**config.mk**
```make
export PLATFORM = sky130hd
export DESIGN_NAME = chunked_adder
export DESIGN_NICKNAME = d
export VERILOG_FILES = /design/src/rtl/adder_pkg.sv /design/src/rtl/chunk_slice.sv /design/src/rtl/chunked_adder.sv
export SDC_FILE = /design/constraint.sdc
export NUM_CORES = 1
export LEC_CHECK = 0
export CAP_MARGIN = 20
export CORE_ASPECT_RATIO = 2
export CORE_MARGIN = 2
export CORE_UTILIZATION = 35
export DETAILED_ROUTE_END_ITERATION = 12
export GPL_TIMING_DRIVEN = 0
export MAX_ROUTING_LAYER = met4
export PLACE_DENSITY = 0.68
export SYNTH_ARGS = -nofsm -noshare
export SYNTH_HDL_FRONTEND = slang
export SYNTH_SLANG_ARGS = --single-unit
```
**constraint.sdc**
```tcl
create_clock -name clk -period 3.9 [get_ports clk]
set_clock_uncertainty 0.1 [all_clocks]
set_input_delay 0.78 -clock clk [delete_from_list [all_inputs] [get_ports clk]]
set_output_delay 0.78 -clock clk [all_outputs]
set_load 0.01 [all_outputs]
```
**src/rtl/adder_pkg.sv**
```systemverilog
// Shared types and sizing helpers for the chunked adder/subtractor.
package adder_pkg;

    typedef enum logic [1:0] {
        IDLE = 2'd0,
        RUN  = 2'd1,
        DONE = 2'd2
    } state_t;

    function automatic int unsigned num_chunks(input int unsigned width,
                                               input int unsigned chunk);
        return width / chunk;
    endfunction

    // Chunk index register needs at least one bit even when N=1.
    function automatic int unsigned idx_width(input int unsigned n);
        return (n > 1) ? $clog2(n) : 1;
    endfunction

endpackage

```
**src/rtl/chunk_slice.sv**
```systemverilog
// Combinational CHUNK-bit ripple adder; also exposes the carry into its MSB.
module chunk_slice #(
    parameter int unsigned CHUNK = 4
) (
    input  logic [CHUNK-1:0] a,
    input  logic [CHUNK-1:0] b,
    input  logic             cin,
    output logic [CHUNK-1:0] s,
    output logic             cout,
    output logic             c_msb
);

    logic [CHUNK:0] c;

    always_comb begin
        c    = '0;
        s    = '0;
        c[0] = cin;
        for (int i = 0; i < int'(CHUNK); i++) begin
            s[i]   = a[i] ^ b[i] ^ c[i];
            c[i+1] = (a[i] & b[i]) | (a[i] & c[i]) | (b[i] & c[i]);
        end
    end

    assign cout  = c[CHUNK];
    assign c_msb = c[CHUNK-1];

endmodule

```
**src/rtl/chunked_adder.sv**
```systemverilog
// Multi-cycle WIDTH-bit add/subtract through one shared CHUNK-bit slice, LSB first.
// Define SATURATE_EN to clamp overflowing results to the signed limit.
module chunked_adder
    import adder_pkg::*;
#(
    parameter int unsigned WIDTH = 16,
    parameter int unsigned CHUNK = 4
) (
    input  logic             clk,
    input  logic             rst_n,
    input  logic             start,
    input  logic             sub,
    input  logic [WIDTH-1:0] a,
    input  logic [WIDTH-1:0] b,
    output logic             busy,
    output logic             done,
    output logic [WIDTH-1:0] sum,
    output logic             carryout,
    output logic             overflow
);

    localparam int unsigned N  = num_chunks(WIDTH, CHUNK);
    localparam int unsigned IW = idx_width(N);

    state_t           state_q, state_d;
    logic [IW-1:0]    idx_q, idx_d;
    logic [WIDTH-1:0] a_q, a_d;
    logic [WIDTH-1:0] b_q, b_d;
    logic [WIDTH-1:0] sum_q, sum_d;
    logic             carry_q, carry_d;
    logic             co_q, co_d;
    logic             ov_q, ov_d;
    logic             busy_q, busy_d;
    logic             done_q, done_d;

    logic [CHUNK-1:0] sl_a, sl_b, sl_s;
    logic             sl_cout, sl_cmsb;
    int unsigned      lo;

    // b_q already holds ~b for subtraction, so the slice only ever adds.
    assign lo   = 32'(idx_q) * CHUNK;
    assign sl_a = a_q[lo +: CHUNK];
    assign sl_b = b_q[lo +: CHUNK];

    chunk_slice #(.CHUNK(CHUNK)) u_slice (
        .a     (sl_a),
        .b     (sl_b),
        .cin   (carry_q),
        .s     (sl_s),
        .cout  (sl_cout),
        .c_msb (sl_cmsb)
    );

    always_comb begin
        state_d = state_q;
        idx_d   = idx_q;
        a_d     = a_q;
        b_d     = b_q;
        sum_d   = sum_q;
        carry_d = carry_q;
        co_d    = co_q;
        ov_d    = ov_q;
        busy_d  = 1'b0;
        done_d  = 1'b0;

        case (state_q)
            IDLE, DONE: begin
                if (start) begin
                    a_d     = a;
                    b_d     = sub ? ~b : b;
                    carry_d = sub;
                    idx_d   = '0;
                    busy_d  = 1'b1;
                    state_d = RUN;
                end else begin
                    state_d = IDLE;
                end
            end
            RUN: begin
                sum_d[lo +: CHUNK] = sl_s;
                carry_d            = sl_cout;
                if (idx_q == IW'(N - 1)) begin
                    co_d    = sl_cout;
                    ov_d    = sl_cmsb ^ sl_cout;
                    done_d  = 1'b1;
                    state_d = DONE;
`ifdef SATURATE_EN
                    if (sl_cmsb ^ sl_cout) begin
                        sum_d = a_q[WIDTH-1] ? {1'b1, {(WIDTH-1){1'b0}}}
                                             : {1'b0, {(WIDTH-1){1'b1}}};
                    end
`else
`endif
                end else begin
                    idx_d  = idx_q + IW'(1);
                    busy_d = 1'b1;
                end
            end
            default: state_d = IDLE;
        endcase
    end

    always_ff @(posedge clk) begin
        if (!rst_n) begin
            state_q <= IDLE;
            idx_q   <= '0;
            a_q     <= '0;
            b_q     <= '0;
            sum_q   <= '0;
            carry_q <= 1'b0;
            co_q    <= 1'b0;
            ov_q    <= 1'b0;
            busy_q  <= 1'b0;
            done_q  <= 1'b0;
        end else begin
            state_q <= state_d;
            idx_q   <= idx_d;
            a_q     <= a_d;
            b_q     <= b_d;
            sum_q   <= sum_d;
            carry_q <= carry_d;
            co_q    <= co_d;
            ov_q    <= ov_d;
            busy_q  <= busy_d;
            done_q  <= done_d;
        end
    end

    assign busy     = busy_q;
    assign done     = done_q;
    assign sum      = sum_q;
    assign carryout = co_q;
    assign overflow = ov_q;

endmodule

```
==> impl_results.rst <==
.. list-table::
   :header-rows: 1

   * - Metric
     - Value
   * - Max-capacitance violation count
     - 0
   * - Clk Tree Root Cell
     - sky130_fd_sc_hd__clkbuf_16
   * - Worst Path Max Fanout
     - 10
   * - Die Wd
     - between 60 and 70 µm
   * - Cells traversed along the worst timing path
     - buf_4, buf_4, mux4_2, fa_1, inv_1, fa_1, fa_1, or4_1, a21oi_1
   * - Clock H-tree levels
     - 3
   * - Part of the Yosys area used for sequential elements
     - a little over two fifths
   * - Cell at the slowest stage of the critical path
     - sky130_fd_sc_hd__mux4_2
   * - Initial antenna violation count
     - 0
   * - Flop and latch count out of synthesis
     - 57
   * - Grt met1 use
     - about 15%
   * - Final hold violation count
     - 0
   * - Portion of synthesized cell area occupied by the leading cell type
     - 43.74%
   * - Row count
     - between 40 and 50
   * - Max-slew violation total from the final report
     - 0
   * - Antenna fix cells
     - 0
   * - Most utilized layer in the global route result
     - met2
   * - Instance count of the mapped netlist
     - 285
   * - Classification of the worst-slack hold path
     - register to register
   * - Arrival time of data at the critical path endpoint
     - between 3 and 4 ns
   * - Average cell area after synthesis
     - between 9 and 10 µm²
   * - Actual transition at the worst max-transition pin
     - 0.6012 ns
   * - Post-Syn Area
     - between 0.002 and 0.003 mm²
   * - Clk_lat worst skew
     - about 0.33 ns
   * - Area inside the core boundary
     - slightly above 0.007 mm²
   * - Overall Global Routing Usage
     - between 10% and 20%
   * - Crit path capture type
     - register
   * - Total number of vias
     - ~2200
   * - Tmin final
     - 3.392 ns
   * - Startpoint type of the worst setup path
     - register
   * - Number of filler cells placed in the layout
     - between 700 and 800
   * - Power per standard cell area
     - roughly 450 mW/mm²
   * - DRC violation count after routing
     - 0
   * - Met3 track demand over resource
     - approximately 3.5%
   * - Number of endpoints failing setup at the final stage
     - 0
   * - Total of hold buffers inserted after clock tree synthesis
     - 0
   * - Post-route ant nets
     - 0
   * - Post-synthesis to final-layout area growth
     - 35.30%
   * - Yosys Warn Count
     - 0
   * - Starting utilization of the core area
     - 35.90%
   * - Detailed router's first-iteration violation count
     - 88
   * - Status
     - completed
   * - Leading cell types by total area after synthesis
     - sky130_fd_sc_hd__dfxtp_1 (44%), sky130_fd_sc_hd__nand2_1 (7.8%), sky130_fd_sc_hd__a21oi_1 (5.8%)
   * - Maximum number of pins on one net before global-route repair
     - 11
   * - Library cells used by synthesis
     - 30
   * - Sink count of the clock tree
     - 57
   * - Unrepaired setup endpoints after global routing
     - false
   * - Post-CTS resize count
     - 0
   * - Crit-path leading delay family
     - adder cells
   * - Detail-routed net length per standard cell
     - between 10 and 15 µm
   * - Count of buffers from port buffering
     - between 50 and 60
   * - GPL Wtd Cong
     - 0.9072
   * - Post-synthesis net count
     - 331
   * - Count of placed standard cells in the final layout, fillers left out
     - 446
   * - Via count of the first global-routing pass
     - roughly 2200
   * - Clock transition at the registers of the reported paths
     - ~0.050 ns
   * - Routed Wire Length
     - roughly 6200 µm
   * - Max_slew headroom
     - between 50% and 60%
   * - Number of primary I/O pins
     - 56
   * - Post-synthesis cell type with the largest combined area
     - sky130_fd_sc_hd__dfxtp_1
   * - Overall die height
     - ~130 µm
   * - Critical path required time
     - approximately 4.1 ns
   * - Pre-Repair DR Iteration Count
     - 4
   * - Die outline area
     - 0.008202 mm²
   * - Cell repeated most along the worst path
     - sky130_fd_sc_hd__fa_1
   * - Placed instance count
     - 430
   * - Global-route wire length before repair
     - 10130 µm
   * - Delay of the slowest cell on the worst path
     - about 0.54 ns
   * - Peak supply drop
     - 210.7 µV
   * - Average via count per standard cell
     - 4.865
   * - Max frequency
     - between 0.2 and 0.3 GHz
   * - Period utilisation layout
     - 86.96%
   * - GR Overflow Total
     - 0
   * - Buffers and inverters on the worst path
     - 3
   * - Maximum clock path buffer count
     - 2
   * - TritonCTS clock tree
     - built
   * - Grt met2 use
     - a little under a third
   * - DPL Wire Length
     - approximately 4700 µm
   * - Post CTS Setup Buffer Count
     - 0
   * - Setup TNS
     - 0 ns
   * - Post-layout nets
     - 395
   * - Fraction of layout instances using a drive strength above 1
     - between 8 and 9%
   * - Static Leak
     - 1.290 nW
   * - Final Core Density
     - about half
   * - Clock buffer count from CTS
     - 9
   * - Classification of the worst setup path
     - register to register
## path summary, 6_finish.rpt
| check | from | endpoint | slack, ns | cells after the start |
|---|---|---|---|---|
| min reg2reg | sum[11]$_SDFFE_PN0P_ | sum[11]$_SDFFE_PN0P_ | 0.35 | 2 |
| max reg2reg | idx_q[0]$_SDFFE_PN0P_ | sum[6]$_SDFFE_PN0P_ | 0.51 | 9 |
| min | sum[11]$_SDFFE_PN0P_ | sum[11]$_SDFFE_PN0P_ | 0.35 | 2 |
| max | idx_q[0]$_SDFFE_PN0P_ | sum[6]$_SDFFE_PN0P_ | 0.51 | 9 |
## metrics by stage
step | power, W | area (µm²) | hold slack [ns] | worst slack (ns)
2_1_floorplan | 0.0007799 | 2609 | 0.3315 | 0.8487
3_3_place_gp | 0.0008644 | 3254 | 0.3402 | 0.5573
3_5_place_dp | 0.0008694 | 3254 | 0.3445 | 0.5264
4_1_cts | 0.001586 | 3530 | 0.3510 | 0.5078
5_1_grt | 0.001643 | 3530 | 0.3626 | 0.3113
6_report | 0.001578 | 3530 | 0.3459 | 0.5084
## worst register-to-register path, stage by stage, from the launching register on
cell and delay, ns:
sky130_fd_sc_hd__dfxtp_1 0.41, sky130_fd_sc_hd__buf_4 0.20, sky130_fd_sc_hd__buf_4 0.21, sky130_fd_sc_hd__mux4_2 0.54, sky130_fd_sc_hd__fa_1 0.40, sky130_fd_sc_hd__inv_1 0.08
sky130_fd_sc_hd__fa_1 0.18, sky130_fd_sc_hd__fa_1 0.50, sky130_fd_sc_hd__or4_1 0.53, sky130_fd_sc_hd__a21oi_1 0.15
## cell families (layout without fill, tap and decap cells)
group / Yosys count / count (layout) / share of synthesized area [%]
AO/OA/AOI/OAI: 52 / 52 / 11.94
XOR/XNOR: 17 / 17 / 5.707
adder cells (fa/ha/maj): 10 / 10 / 5.947
buffers and inverters: 29 / 98 / 4.892
flip-flops: 57 / 57 / 43.74
multiplexers: 10 / 10 / 8.106
AND/OR/NAND/NOR: 110 / 110 / 19.66
## power by group
part	switching (W)	internal [W]
Sequential	0.0000171	0.000616
Clock	0.000261	0.000460
Combinational	0.000114	0.000110
Total	0.000392	0.00119
## cell type report
cell class	instances	area, µm²	area share (%)
flip-flops and latches	57	1141	32.33
repair buffers	53	530.5	15.03
well taps	92	115.1	3.261
inverters	9	33.78	0.9571
multi-input cells	199	1340	37.97
clock inverters	3	15.01	0.4254
plain buffers	20	93.84	2.659
clock buffers	13	260.3	7.373
## layer usage
metal,share of wire [%],vias to the layer above
met3,3.7,18
met5,0,-
li1,-,1104
met1,35,991
met4,4.5,0
met2,57,57
## registers in the layout (all words and copies together) (netlist names)
signal    cells
a_q          16
b_q          16
sum          16
idx_q         2
state_q       2
busy          1
carry_q       1
carryout      1
done          1
overflow      1
## Yosys cell counts, drive strengths merged
master	number
or3b	1
ha	6
mux4	8
nand2b	3
xnor2	17
nand3	5
inv	9
a21oi	30
clkbuf	11
fa	4
nor2b	2
or3	4
a31oi	1
nand3b	6
nand2	54
buf	9
a211oi	16
mux2i	2
o22ai	2
o32ai	2
o21ai	1
and3b	4
nor2	24
dfxtp	57
nor3b	3
nand4	2
or4	2
## cells in the final DEF, fill, tap and decap left out
cell / synthesis / final
sky130_fd_sc_hd__ha_1: 6 / 6
sky130_fd_sc_hd__inv_1: 8 / 8
sky130_fd_sc_hd__clkbuf_1: 11 / 13
sky130_fd_sc_hd__mux4_2: 5 / 5
sky130_fd_sc_hd__nand3_1: 5 / 5
sky130_fd_sc_hd__mux4_1: 3 / 3
sky130_fd_sc_hd__a21oi_1: 30 / 30
sky130_fd_sc_hd__or4_1: 2 / 2
sky130_fd_sc_hd__mux2i_1: 2 / 2
sky130_fd_sc_hd__clkinv_2: 0 / 3
sky130_fd_sc_hd__xnor2_1: 17 / 17
sky130_fd_sc_hd__or3b_1: 1 / 1
sky130_fd_sc_hd__a31oi_1: 1 / 1
sky130_fd_sc_hd__nand2b_1: 3 / 3
sky130_fd_sc_hd__nand4_1: 2 / 2
sky130_fd_sc_hd__clkdlybuf4s50_1: 0 / 53
sky130_fd_sc_hd__o22ai_1: 2 / 2
sky130_fd_sc_hd__dfxtp_1: 57 / 57
sky130_fd_sc_hd__nand2_1: 54 / 54
sky130_fd_sc_hd__nor3b_1: 3 / 3
sky130_fd_sc_hd__clkbuf_8: 0 / 2
sky130_fd_sc_hd__o21ai_0: 1 / 1
sky130_fd_sc_hd__nor2b_1: 2 / 2
sky130_fd_sc_hd__nand3b_1: 6 / 6
sky130_fd_sc_hd__fa_1: 4 / 4
sky130_fd_sc_hd__or3_1: 4 / 4
sky130_fd_sc_hd__a211oi_1: 16 / 16
sky130_fd_sc_hd__buf_4: 3 / 3
sky130_fd_sc_hd__buf_2: 6 / 6
sky130_fd_sc_hd__o32ai_1: 2 / 2
sky130_fd_sc_hd__clkbuf_16: 0 / 9
sky130_fd_sc_hd__nor2_1: 24 / 24
sky130_fd_sc_hd__and3b_1: 4 / 4
sky130_fd_sc_hd__inv_2: 1 / 1
Note: power is estimated with default switching activity, not from simulation.
